File: src/rtl/rf_wport_arbiter_if.sv
// Write-port bus: four packed requester channels in, one registered write out.
interface rf_wport_arbiter_if #(
  parameter int DATA_W = 16,
  parameter int ADDR_W = 3
);
  logic [3:0]          req_valid;
  logic [4*ADDR_W-1:0] req_addr;
  logic [4*DATA_W-1:0] req_data;
  logic [3:0]          req_ready;
  logic                wr_en;
  logic [ADDR_W-1:0]   wr_addr;
  logic [DATA_W-1:0]   wr_data;

  modport master (
    output req_valid, req_addr, req_data,
    input  req_ready, wr_en, wr_addr, wr_data
  );

  modport slave (
    input  req_valid, req_addr, req_data,
    output req_ready, wr_en, wr_addr, wr_data
  );
endinterface

File: src/rtl/rf_wport_arbiter.sv
// Round-robin arbiter sharing the register file's single write port among four
// writeback requesters; registered write output, pending-write mask, conflict counter.
module rf_wport_arbiter #(
  parameter int DATA_W = 16,
  parameter int ADDR_W = 3,
  parameter int CNT_W  = 8
) (
  input  logic              clk,
  input  logic              rst_n,
  input  logic              stall,
  rf_wport_arbiter_if.slave bus,
  output logic [7:0]        pending_mask,
  output logic [CNT_W-1:0]  conflict_cnt
);

  logic [ADDR_W-1:0] addr_arr [4];
  logic [DATA_W-1:0] data_arr [4];

  genvar gi;
  generate
    for (gi = 0; gi < 4; gi++) begin : g_unpack
      assign addr_arr[gi] = bus.req_addr[gi*ADDR_W +: ADDR_W];
      assign data_arr[gi] = bus.req_data[gi*DATA_W +: DATA_W];
    end
  endgenerate

  logic [1:0]        rr_last_q, rr_last_d;
  logic              wr_en_q, wr_en_d;
  logic [ADDR_W-1:0] wr_addr_q, wr_addr_d;
  logic [DATA_W-1:0] wr_data_q, wr_data_d;
  logic [CNT_W-1:0]  cnt_q, cnt_d;

  logic [3:0] valid_eff;
  logic       grant_any;
  logic [1:0] grant_idx;
  logic       multi_req;

  // Ready is forced low during reset and stall; data/addr never feed the grant.
  assign valid_eff = bus.req_valid & {4{rst_n & ~stall}};
  assign multi_req = ($countones(bus.req_valid) >= 2);

  // Walk from lowest to highest priority so the highest-priority hit wins last.
  always_comb begin
    grant_any = 1'b0;
    grant_idx = rr_last_q;
    for (int k = 4; k >= 1; k--) begin
      if (valid_eff[rr_last_q + 2'(k)]) begin
        grant_any = 1'b1;
        grant_idx = rr_last_q + 2'(k);
      end
    end
  end

  assign bus.req_ready = grant_any ? (4'b0001 << grant_idx) : 4'b0000;

  always_comb begin
    wr_en_d   = grant_any;
    wr_addr_d = wr_addr_q;
    wr_data_d = wr_data_q;
    rr_last_d = rr_last_q;
    if (grant_any) begin
      wr_addr_d = addr_arr[grant_idx];
      wr_data_d = data_arr[grant_idx];
      rr_last_d = grant_idx;
    end
    cnt_d = cnt_q;
    if (multi_req && (cnt_q != {CNT_W{1'b1}})) begin
      cnt_d = cnt_q + CNT_W'(1);
    end
  end

  always_ff @(posedge clk or negedge rst_n) begin
    if (!rst_n) begin
      wr_en_q   <= 1'b0;
      wr_addr_q <= '0;
      wr_data_q <= '0;
      rr_last_q <= 2'd3;
      cnt_q     <= '0;
    end else begin
      wr_en_q   <= wr_en_d;
      wr_addr_q <= wr_addr_d;
      wr_data_q <= wr_data_d;
      rr_last_q <= rr_last_d;
      cnt_q     <= cnt_d;
    end
  end

  // Registers with a write still in flight: requested now, or being written this cycle.
  always_comb begin
    pending_mask = 8'h00;
    for (int i = 0; i < 4; i++) begin
      if (bus.req_valid[i]) begin
        pending_mask[addr_arr[i]] = 1'b1;
      end
    end
    if (wr_en_q) begin
      pending_mask[wr_addr_q] = 1'b1;
    end
  end

  assign bus.wr_en   = wr_en_q;
  assign bus.wr_addr = wr_addr_q;
  assign bus.wr_data = wr_data_q;
  assign conflict_cnt = cnt_q;

endmodule

File: src/flat_wrapper.sv
// flat-port wrapper written by rule: the top's interface ports become plain ports
module rf_wport_arbiter_flat 
#(
  parameter int DATA_W = 16,
  parameter int ADDR_W = 3,
  parameter int CNT_W  = 8
)
  (clk, rst_n, stall, pending_mask, conflict_cnt, bus_req_valid, bus_req_addr, bus_req_data, bus_req_ready, bus_wr_en, bus_wr_addr, bus_wr_data);
  rf_wport_arbiter_if #(.DATA_W(DATA_W), .ADDR_W(ADDR_W)) bus_i ();
  input  logic clk;
  input  logic rst_n;
  input  logic stall;
  output logic [7:0] pending_mask;
  output logic [CNT_W-1:0] conflict_cnt;
  input wire logic [$bits(bus_i.req_valid)-1:0] bus_req_valid;
  input wire logic [$bits(bus_i.req_addr)-1:0] bus_req_addr;
  input wire logic [$bits(bus_i.req_data)-1:0] bus_req_data;
  output wire logic [$bits(bus_i.req_ready)-1:0] bus_req_ready;
  output wire logic [$bits(bus_i.wr_en)-1:0] bus_wr_en;
  output wire logic [$bits(bus_i.wr_addr)-1:0] bus_wr_addr;
  output wire logic [$bits(bus_i.wr_data)-1:0] bus_wr_data;
  assign bus_i.req_valid = bus_req_valid;
  assign bus_i.req_addr = bus_req_addr;
  assign bus_i.req_data = bus_req_data;
  assign bus_req_ready = bus_i.req_ready;
  assign bus_wr_en = bus_i.wr_en;
  assign bus_wr_addr = bus_i.wr_addr;
  assign bus_wr_data = bus_i.wr_data;
  rf_wport_arbiter #(.DATA_W(DATA_W), .ADDR_W(ADDR_W), .CNT_W(CNT_W)) u_core (.clk(clk), .rst_n(rst_n), .stall(stall), .bus(bus_i), .pending_mask(pending_mask), .conflict_cnt(conflict_cnt));
endmodule
File: config.mk
export PLATFORM = sky130hd
export DESIGN_NAME = rf_wport_arbiter_flat
export DESIGN_NICKNAME = d
export VERILOG_FILES = /design/src/rtl/rf_wport_arbiter_if.sv /design/src/rtl/rf_wport_arbiter.sv /design/src/flat_wrapper.sv
export SDC_FILE = /design/constraint.sdc
export NUM_CORES = 1
export LEC_CHECK = 0
export ABC_AREA = 1
export CORE_ASPECT_RATIO = 1.5
export CORE_MARGIN = 5
export CORE_UTILIZATION = 33
export DETAILED_ROUTE_END_ITERATION = 12
export DONT_BUFFER_PORTS = 1
export PLACE_DENSITY = 0.47
export SLEW_MARGIN = 10
export SYNTH_ARGS = -nofsm -noshare
export SYNTH_HDL_FRONTEND = slang
export SYNTH_SLANG_ARGS = --single-unit
File: constraint.sdc
create_clock -name clk -period 2.5 [get_ports clk]
set_input_delay 0.375 -clock clk [delete_from_list [all_inputs] [get_ports clk]]
set_output_delay 0.375 -clock clk [all_outputs]
set_load 0.05 [all_outputs]
======== Yosys cells after proc, flatten, opt, wreduce, memory -nomap -nowiden ========
Index checks and enable logic that the tools add are counted.
word-level totals
  word-level logic and storage cells ...... 81
  flip-flop bits (word level) ............. 30
  output and inout bits ................... 40
cells by class
  bitwise operators ....................... 8
  mux-type cells .......................... 37
  reductions and logical operators ........ 6
  $lt $le $gt $ge ......................... 16
  shift-type cells ........................ 1
  add/sub/neg operators ................... 7
  equality and inequality tests ........... 1
operators by type and width
  cell                 number
  $mux 8               5
  $add 32x32->32       1
  $bmux 16 s2          1
  $ge 32x3->1 const B  1
  $mux 16              2
  $or 8x8->8           4
  $lt 3x4->1 const B   5
  $demux 1 s3          5
  $ge 3x1->1 const B   5
  $mux 1               13
  $lt 2x3->1 const B   4
  $add 8x1->8 const B  1
  $bmux 1 s2           4
  $ne 8x8->1 const B   1
  $bmux 3 s2           1
  $logic_and 1x1->1    6
  $mux 2               3
  $mux 3               2
  $add 1x1->2          2
  $add 2x2->2 const B  2
  $and 4x4->4          1
  $mux 4               1
  $shl 1x2->4 const A  1
  $ge 3x3->1 const B   1
  4 further kinds      4

======== Depth between registers and ports, before layout ========
Gate-level depths: netlist of the first run.
  depth in word-level cells ............... 13
  mapped depth ............................ 16

======== Least setup slack after synthesis of the first run ========
No wires, ideal clock.
  path type ............................... register to output
  from .................................... register u_core.wr_addr_q[1], in the netlist u_core.bus.wr_addr[1]
  to ...................................... output port pending_mask[2]
  stages on the path, launching flop included .. 3
  slack ................................... -526 ps
  arrival time ............................ 2651 ps
  buffers on the path ..................... 0
  cells stage by stage .................... dfrtp_1 > nand2_1 > o311ai_0
on the way
  cells in the longest elaborated chain, start to end .. 6
  elaborated cells between the ends (all ways) .. 7
  those cells by class .................... order compare (2); mux (3); bitwise (1); reduce/logical (1)
RTL lines
  what                                                                   line                    source
  start: declaration                                                     rf_wport_arbiter.sv:29  logic [ADDR_W-1:0] wr_addr_q, wr_addr_d;
  start signal: assignment                                               rf_wport_arbiter.sv:81  wr_addr_q <= wr_addr_d;
  $lt 3x4->1 (not written as such) / $ge 3x1->1 (equally long branches)  rf_wport_arbiter.sv:97  pending_mask[wr_addr_q] = 1'b1;
  $logic_and 1x1->1 (not written as such)                                rf_wport_arbiter.sv:97
  $mux 1 (not written as such)                                           rf_wport_arbiter.sv:97
  $demux 1 s3 (*)                                                        n/a
  $or 8x8->8 (no source line) (*)                                        n/a
  $mux 8 (*)                                                             rf_wport_arbiter.sv:96  if (wr_en_q) begin
  end: declaration                                                       flat_wrapper.sv:13      output logic [7:0] pending_mask;
Mark *: on every way between the ends. The rest lies on a longest branch, timed or not.

======== Worst setup path in the final report of the first run ========
  from .................................... register u_core.rr_last_q[0]
  to ...................................... output port bus_req_ready[2]
on the way
  cells in the longest elaborated chain, start to end .. 8
  elaborated cells between the ends (all ways) .. 20
  those cells by class .................... add/sub (3); shift (1); mux (16)
RTL lines
  what                          line                                            source
  start: declaration            rf_wport_arbiter.sv:27                          logic [1:0] rr_last_q, rr_last_d;
  start signal: assignment      rf_wport_arbiter.sv:83                          rr_last_q <= rr_last_d;
  $add 2x2->2                   rf_wport_arbiter.sv:47, rf_wport_arbiter.sv:49
  $bmux 1 s2                    rf_wport_arbiter.sv:47                          if (valid_eff[rr_last_q + 2'(k)]) begin
  $mux 1 (not written as such)  rf_wport_arbiter.sv:47
  $mux 2 (3 in series)          rf_wport_arbiter.sv:47
  $shl 1x2->4                   rf_wport_arbiter.sv:54                          assign bus.req_ready = grant_any ? (4'b0001 << grant_idx) : 4'b0000;
  $mux 4 (*)                    rf_wport_arbiter.sv:54
  end: declaration              flat_wrapper.sv:18                              output wire logic [$bits(bus_i.req_ready)-1:0] bus_req_ready;
Mark *: on every way between the ends. The rest lies on a longest branch, timed or not. The select of a mux whose other input is x is not followed.

==> out/results.txt, run 1 <==
CTS tree -> yes
# setup viols final -> 0
CP max stage delay -> 0.67 ns
Via Count -> 3054
Synthesized flop and latch total -> 30
Total CTS buffers -> 5
Final count of pins violating max slew -> 0
Vias per cell -> 5.08
Fmax -> 403 MHz
Core Region -> 8780 um2
CP arrival -> 2.11 ns
Max_cap viols -> 0
Ys Warns -> 0
Most frequent cells in the layout -> nand2_1 (114), inv_1 (90), nand3_1 (83)
Ratio of cells with drive above 1 in the final layout -> 22.6%
Critical Path RT -> 2.12 ns
Die height -> 126 um
Worst hold-check path type -> in2reg
Number of global-route vias before repair -> 3131
Crit-path max FO -> 7
Initial core utilization -> 33.6%
Synthesized area per cell -> 6.38 um2
Synth Cell Area -> 2950 um2
Post-synth ARST share -> 100%
First-pass GRT wire length -> 15200 um
Hold WS -> 0.406 ns
Clock latency on the worst-skew pair -> 0.28 ns
Initial antenna violation count -> 1
RePlAce Congestion -> 0.905
Detailed Route WL -> 9990 um
Min Tclk post-route -> 2.48 ns
Status -> completed
Post-DRT Antenna Nets -> 0
Startpoint types -> register
# fillers -> 938
Layout Skew -> 0.00700 ns
HPWL after DPL -> 7640 um
Io pins -> 123
Core Util, Final -> 41.1%
Unique cell type count in the Yosys netlist -> 34
CP max stage cell -> dfstp_2
GRT Util Overall -> 17.7%
Area of the multi-input gates -> 1840 um2
Root Buffer -> clkbuf_16
Slew Limit Headroom -> 61.3%
Initial DRT Pass Iterations -> 4
Largest delay share family, worst path -> simple AND/OR/NAND/NOR gates
Worst path cell trace -> xnor2_4, inv_2, nand3_4, nand2_4, nand2_4, nand2_4, nand2_4, nand2_8, inv_4, nor3_2, buf_6
WL/cell -> 16.6 um
Htree depth -> 2
Synthesized instance count -> 462
DIE AREA -> 11000 um2
# DRC -> 0
Port bufs -> 0
Final hold violations -> 0
Synth Flop Type -> dfrtp_1
Drt initial violations -> 107
Critical path class -> reg2out
Layout Area Growth over Synthesis -> 22.2%
Most Frequent Cell on Critical Path -> nand2_4
FP Rows -> 42
RSZ-0062 raised after global routing -> true
Commonest non-fill, non-tap cell in the layout -> nand2_1
Worst-margin pin slew -> 0.581 ns
Buf/Inv on CP -> 3
Clock Pin Slew Worst Setup and Hold Paths -> 0.06 ns
Nets@finish -> 577
Largest net degree at the start of global routing -> 31
Number of antenna diodes -> 0
Grt ovf -> 0
Critical Path Sink Type -> primary output
CTS Sinks -> 30
Syn nets -> 549
Die span in x -> 87.2 um
Storage element area -> 753 um2
CTS max path bufs -> 2
Sequential share of the synthesized area -> 25.6%
Fin crit share -> 99.3%
EDFF count, synth -> 0
[metal layers]
layer,routed length (um),track usage (%),share of wire (%)
met1,3580,18.1,36
met2,5340,32.6,53
met4,338,7.23,3.4
met5,18,0,0.18
met3,710,5.42,7.1
[worst paths after layout]
check,from,slack (ns),to,cells past startpoint
worst max register to register,u_core.rr_last_q[0],0.20,u_core.bus.wr_data[2],17
min in group asynchronous,rst_n,0.53,u_core.bus.wr_data[10],2
worst min register to register,u_core.bus.wr_addr[2],0.53,u_core.bus.wr_addr[2],2
worst max-delay path,u_core.rr_last_q[0],0.02,bus_req_ready[2],11
max in group asynchronous,rst_n,1.72,u_core.rr_last_q[1],2
worst min-delay path,bus_req_data[15],0.41,u_core.bus.wr_data[15],6
[cells by family after synthesis]
family,Yosys count,synth area share [%]
and+or+nand+nor,282,47.8
DFF,30,25.6
muxes,1,0.382
xor gates and xnor gates,8,2.63
AOI/OAI and AO/OA,18,4.07
adders and majority gates,4,1.95
buffers and inverters,119,17.7
[state kept, by name, indices dropped and copies added, names as in the netlist]
signal               flops
u_core.rr_last_q         2
u_core.bus.wr_addr       3
u_core.bus.wr_data      16
u_core.conflict_cnt      8
u_core.bus.wr_en         1
[through the flow]
step	setup WS [ns]	TNS, ns	std cells	cell area [um2]
global placement	0.225	0	579	3180
finish	0.0182	0	601	3600
global route	-0.0812	-0.296	601	3600
floorplan	-0.412	-1.57	462	2950
detailed placement	0.154	0	579	3180
CTS	0.000494	0	593	3400
[layout make-up]
class                      count  area share (%)
multi-input combinational    313            51.0
clock buffer                   7            3.96
inverter                      97            10.3
timing repair buffer          43            9.90
tap                          110            3.82
clock inverter                 1           0.139
sequential                    30            20.9
[cell usage after synthesis (all sizes together) (2+ instances only)]
master,instances,share of area [%]
nand4,13,2.8
a21oi,6,1.0
buf,22,5.3
ha,3,1.3
nor3,8,1.4
nor2,13,1.7
o21ai,2,0.34
o22ai,3,0.64
xor2,4,1.2
nand2,128,17
inv,97,12
dfrtp,28,24
nor4,7,1.5
nand3,112,23
o41ai,2,0.59
xnor2,4,1.4
dfstp,2,1.8
[worst register-to-register path: cells and delay by family, from the launching register on]
family,cells,cell delay (ns)
and+or+nand+nor,12,0.96
DFF,1,0.67
buffers and inverters,5,0.61
[what timing repair did]
item,in CTS,in global routing
endpoints found under the hold margin,30,0
endpoints found under the setup margin,4,4
hold buffers,2,0
resized for setup,5,31
pin swaps,1,5
setup buffers,4,8
Power of run 1 is not shown: default switching activity piles up to over one toggle a cycle in this logic, so the estimate is an artifact.
==> run 2, diff against run 1 <==
CORE_MARGIN = default   (was 5)
==> run 2 against run 1 <==
Utilization increased by 0.37 points. Cell count is 1.0% lower. Clock-buffer cell count decreased by 1. Worst hold slack got worse by 0.0038 ns. Largest cell class unchanged.
==> out/results.txt, run 2 (same netlist as run 1, synthesis figures left out) <==
Status -> completed
Number of antenna diodes -> 0
Max_cap viols -> 0
Via Count -> 3057
Layout Skew -> 0.00281 ns
Io pins -> 123
Fmax -> 407 MHz
Post-DRT Antenna Nets -> 0
# setup viols final -> 0
CP startpoint -> u_core.rr_last_q[0]
# fillers -> 949
HPWL after DPL -> 7030 um
Number of global-route vias before repair -> 3190
Worst-margin pin slew -> 0.618 ns
Most frequent cells in the layout -> nand2_1 (117), inv_1 (90), nand3_1 (85)
Fin crit share -> 98.2%
First-pass GRT wire length -> 15200 um
Vias per cell -> 5.14
Root Buffer -> clkbuf_16
Critical path class -> reg2out
Htree depth -> 2
CTS Sinks -> 30
Setup WS post-layout -> 0.0441 ns
Die height -> 118 um
Startpoint types -> register
Initial core utilization -> 34.6%
Ratio of cells with drive above 1 in the final layout -> 21.3%
Critical Path Sink Type -> primary output
RSZ-0062 raised after global routing -> true
Drt initial violations -> 76
# DRC -> 0
Final hold violations -> 0
Final count of pins violating max slew -> 0
Total CTS buffers -> 5
Port bufs -> 0
Largest net degree at the start of global routing -> 39
Detailed Route WL -> 9600 um
Grt ovf -> 0
FP Rows -> 41
RePlAce Congestion -> 0.840
Post-Place Worst Slack -> 0.185 ns
Number of flip-flops in the largest register -> 16
Initial antenna violation count -> 0
GRT Util Overall -> 21.0%
Nets@finish -> 574
CP arrival -> 2.08 ns
Commonest non-fill, non-tap cell in the layout -> nand2_1
Reg-to-reg startpoint -> u_core.rr_last_q[0]
Min Tclk post-route -> 2.46 ns
Critical Path RT -> 2.12 ns
Clock Pin Slew Worst Setup and Hold Paths -> 0.05 ns
Core Region -> 8520 um2
Clock latency on the worst-skew pair -> 0.28 ns
Layout Area Growth over Synthesis -> 19.7%
Hold path startpoint -> bus_req_data[0]
Crit-path max FO -> 6
CTS max path bufs -> 2
DIE AREA -> 9320 um2
Initial DRT Pass Iterations -> 4
WL/cell -> 16.1 um
Slew Limit Headroom -> 58.7%
Die span in x -> 79.2 um
Worst hold-check path type -> in2reg
CTS tree -> yes
[run 2: critical path: stages, from the launching register on]
cell,delay [ns]
dfstp_2,0.66
inv_4,0.10
nand2_2,0.10
nand3_1,0.09
nand2_2,0.12
nand2_4,0.09
nand2_4,0.08
nand2_4,0.05
nand2_4,0.09
inv_2,0.06
nor3_2,0.17
buf_6,0.18
[run 2: path summary, 6_finish.rpt]
check	endpoint	slack, ns	cells past startpoint
worst min-delay path	u_core.bus.wr_data[0]	0.40	6
worst max-delay path	bus_req_ready[0]	0.04	11
worst min register to register	u_core.bus.wr_addr[0]	0.55	2
max in group asynchronous	u_core.rr_last_q[0]	1.70	2
worst max register to register	u_core.bus.wr_data[4]	0.22	13
min in group asynchronous	u_core.bus.wr_data[0]	0.56	2
[run 2: through the flow]
step                cell area, um2  hold WS [ns]  std cells  TNS (ns)  utilization, %
floorplan                     2950        0.0794        462     -1.57               -
global placement              3150        0.0807        574         0            37.0
detailed placement            3150        0.0804        574         0            37.0
CTS                           3360         0.395        588         0            39.5
global route                  3530         0.439        595    -0.161            41.4
finish                        3530         0.402        595         0            41.4
[run 2: final cells by class]
| type | count | area (um2) | area share [%] |
|---|---|---|---|
| clock inverters | 2 | 12.5 | 0.355 |
| multi-input cells | 313 | 1780 | 50.5 |
| inverters | 97 | 369 | 10.5 |
| flip-flops and latches | 30 | 753 | 21.3 |
| clock buffers | 6 | 139 | 3.94 |
| repair buffers | 40 | 338 | 9.57 |
| well taps | 107 | 134 | 3.79 |
[run 2: what timing repair did]
| item | CTS | global route |
|---|---|---|
| endpoints found under the setup margin | 4 | 4 |
| resized for setup | 2 | 28 |
| gates cloned | 0 | 0 |
| pin swaps | 1 | 8 |
| hold buffers | 2 | 0 |
| buffers inserted | 4 | 7 |
| endpoints found under the hold margin | 30 | 0 |
[run 2: per-layer routing]
metal	up-vias	part of all wire (%)	track usage, %	wire length (um)
met5	-	0	0	0
met4	0	3.0	9.32	285
met3	21	6.2	5.58	595
met2	95	53	38.4	5120
met1	1413	38	21.8	3600
li1	1528	-	-	-
Power of run 2 is left out for the same reason.
==> run 3, diff against run 2 <==
CELL_PAD_IN_SITES_DETAIL_PLACEMENT = 1   (was default)
CELL_PAD_IN_SITES_GLOBAL_PLACEMENT = 2   (was default)
CORE_UTILIZATION = 32   (was 33)
PLACE_DENSITY = 0.8   (was 0.47)
==> run 3 against run 2 <==
Global-route usage rose by 0.85 points. The run now ends with setup timing left. Critical path type unchanged. Design area rose by 3.4%. Wire length rose by 9.2%. Clock skew rose by 0.0014 ns.
==> out/results.txt, run 3 (same netlist as run 1, synthesis figures left out) <==
Status -> finished with violations
Failing checks -> setup timing
Min Tclk post-route -> 2.52 ns
Number of antenna diodes -> 0
# setup viols final -> 2
Worst hold-check path type -> in2reg
Setup TNS -> -0.0274 ns
HPWL after DPL -> 7340 um
Worst-margin pin slew -> 0.678 ns
Most frequent cells in the layout -> nand2_1 (114), inv_1 (90), nand3_1 (83)
Worst hold path cell count -> 6
Vias per cell -> 5.29
Clock Pin Slew Worst Setup and Hold Paths -> 0.06 ns
Ratio of cells with drive above 1 in the final layout -> 23.0%
Largest net degree at the start of global routing -> 39
GRT Util Overall -> 21.9%
CP startpoint -> u_core.rr_last_q[0]
RSZ-0062 raised after global routing -> true
R2R cell count -> 14
Io pins -> 123
Fin crit share -> 101%
Startpoint types -> register
Detailed Route WL -> 10500 um
# DRC -> 0
CTS tree -> yes
Initial antenna violation count -> 0
Final hold violations -> 0
Critical Path RT -> 2.12 ns
Post-DRT Antenna Nets -> 0
Layout Area Growth over Synthesis -> 23.8%
Critical Path Sink Type -> primary output
CTS max path bufs -> 2
Die height -> 120 um
WL/cell -> 17.4 um
Grt ovf -> 0
FP Rows -> 42
RePlAce Congestion -> 0.815
Final count of pins violating max slew -> 0
Core Region -> 8880 um2
Initial DRT Pass Iterations -> 4
Number of global-route vias before repair -> 3275
Htree depth -> 2
Number of flip-flops in the largest register -> 16
Reg-to-reg startpoint -> u_core.rr_last_q[0]
Critical R2R Capture -> u_core.bus.wr_addr[0]
Total CTS buffers -> 5
Critical path class -> reg2out
Die span in x -> 80.4 um
First-pass GRT wire length -> 16100 um
Port bufs -> 0
CTS Sinks -> 30
Crit-path max FO -> 6
Initial core utilization -> 33.2%
Drt initial violations -> 61
CP arrival -> 2.14 ns
Post-Place Worst Slack -> 0.160 ns
Via Count -> 3180
Nets@finish -> 577
DIE AREA -> 9610 um2
Max_cap viols -> 0
Clock latency on the worst-skew pair -> 0.28 ns
Fmax -> 397 MHz
R2R setup slack -> 0.12 ns
Root Buffer -> clkbuf_16
Setup crit end -> bus_req_ready[0]
Setup WS post-layout -> -0.0192 ns
Slew Limit Headroom -> 54.8%
Layout Skew -> 0.00416 ns
Commonest non-fill, non-tap cell in the layout -> nand2_1
-- run 3: worst min path at each step --
stage	from	endpoint	slack [ns]
2_1_floorplan	rst_n	u_core.bus.wr_addr[0]	0.08
4_1_cts	bus_req_data[9]	u_core.bus.wr_data[9]	0.40
5_1_grt	bus_req_data[5]	u_core.bus.wr_data[5]	0.44
3_5_place_dp	rst_n	u_core.conflict_cnt[3]	0.08
3_3_place_gp	rst_n	u_core.conflict_cnt[4]	0.08
6_report	bus_req_data[5]	u_core.bus.wr_data[5]	0.40
-- run 3: through the flow --
stage	cell area, um2	utilization (%)	instances	hold WS [ns]
final	3650	41.1	601	0.396
after global routing	3650	41.1	601	0.438
after CTS	3390	38.1	590	0.403
after detailed placement	3150	35.5	575	0.0801
after global placement	3150	35.5	575	0.0802
after floorplan	2950	-	462	0.0794
-- run 3: critical path, stage by stage (launching register included) --
cell and delay, ns:
dfstp_2 0.61, buf_12 0.14, xnor2_4 0.13, inv_2 0.08, nand3_4 0.10, nand2_4 0.07, nand2_4 0.10, nand3_4 0.11
nand2_8 0.13, inv_4 0.06, nor3_4 0.14, buf_6 0.19
-- run 3: routing by layer --
metal | track usage [%] | wire length [um] | vias up
li1 | - | - | 1535
met1 | 23.4 | 4160 | 1538
met2 | 40.9 | 5590 | 87
met3 | 3.57 | 410 | 20
met4 | 9.49 | 313 | 0
met5 | 0 | 0 | -
-- run 3: layout make-up --
| class | count | area (um2) |
|---|---|---|
| Clock buffer | 6 | 139 |
| Inverter | 97 | 379 |
| Fill cell | 1153 | 5230 |
| Tap cell | 110 | 138 |
| Timing Repair Buffer | 43 | 377 |
| Multi-Input combinational cell | 313 | 1850 |
| Sequential cell | 30 | 753 |
| Clock inverter | 2 | 12.5 |
-- run 3: repair_timing --
item	in CTS	in global routing
cloned	0	0
hold buffers	2	0
pin swaps	2	15
hold endpoints to repair	30	0
setup endpoints to repair	4	4
setup buffers	5	11
gates resized for setup	7	39
Power of run 3 is left out for the same reason.
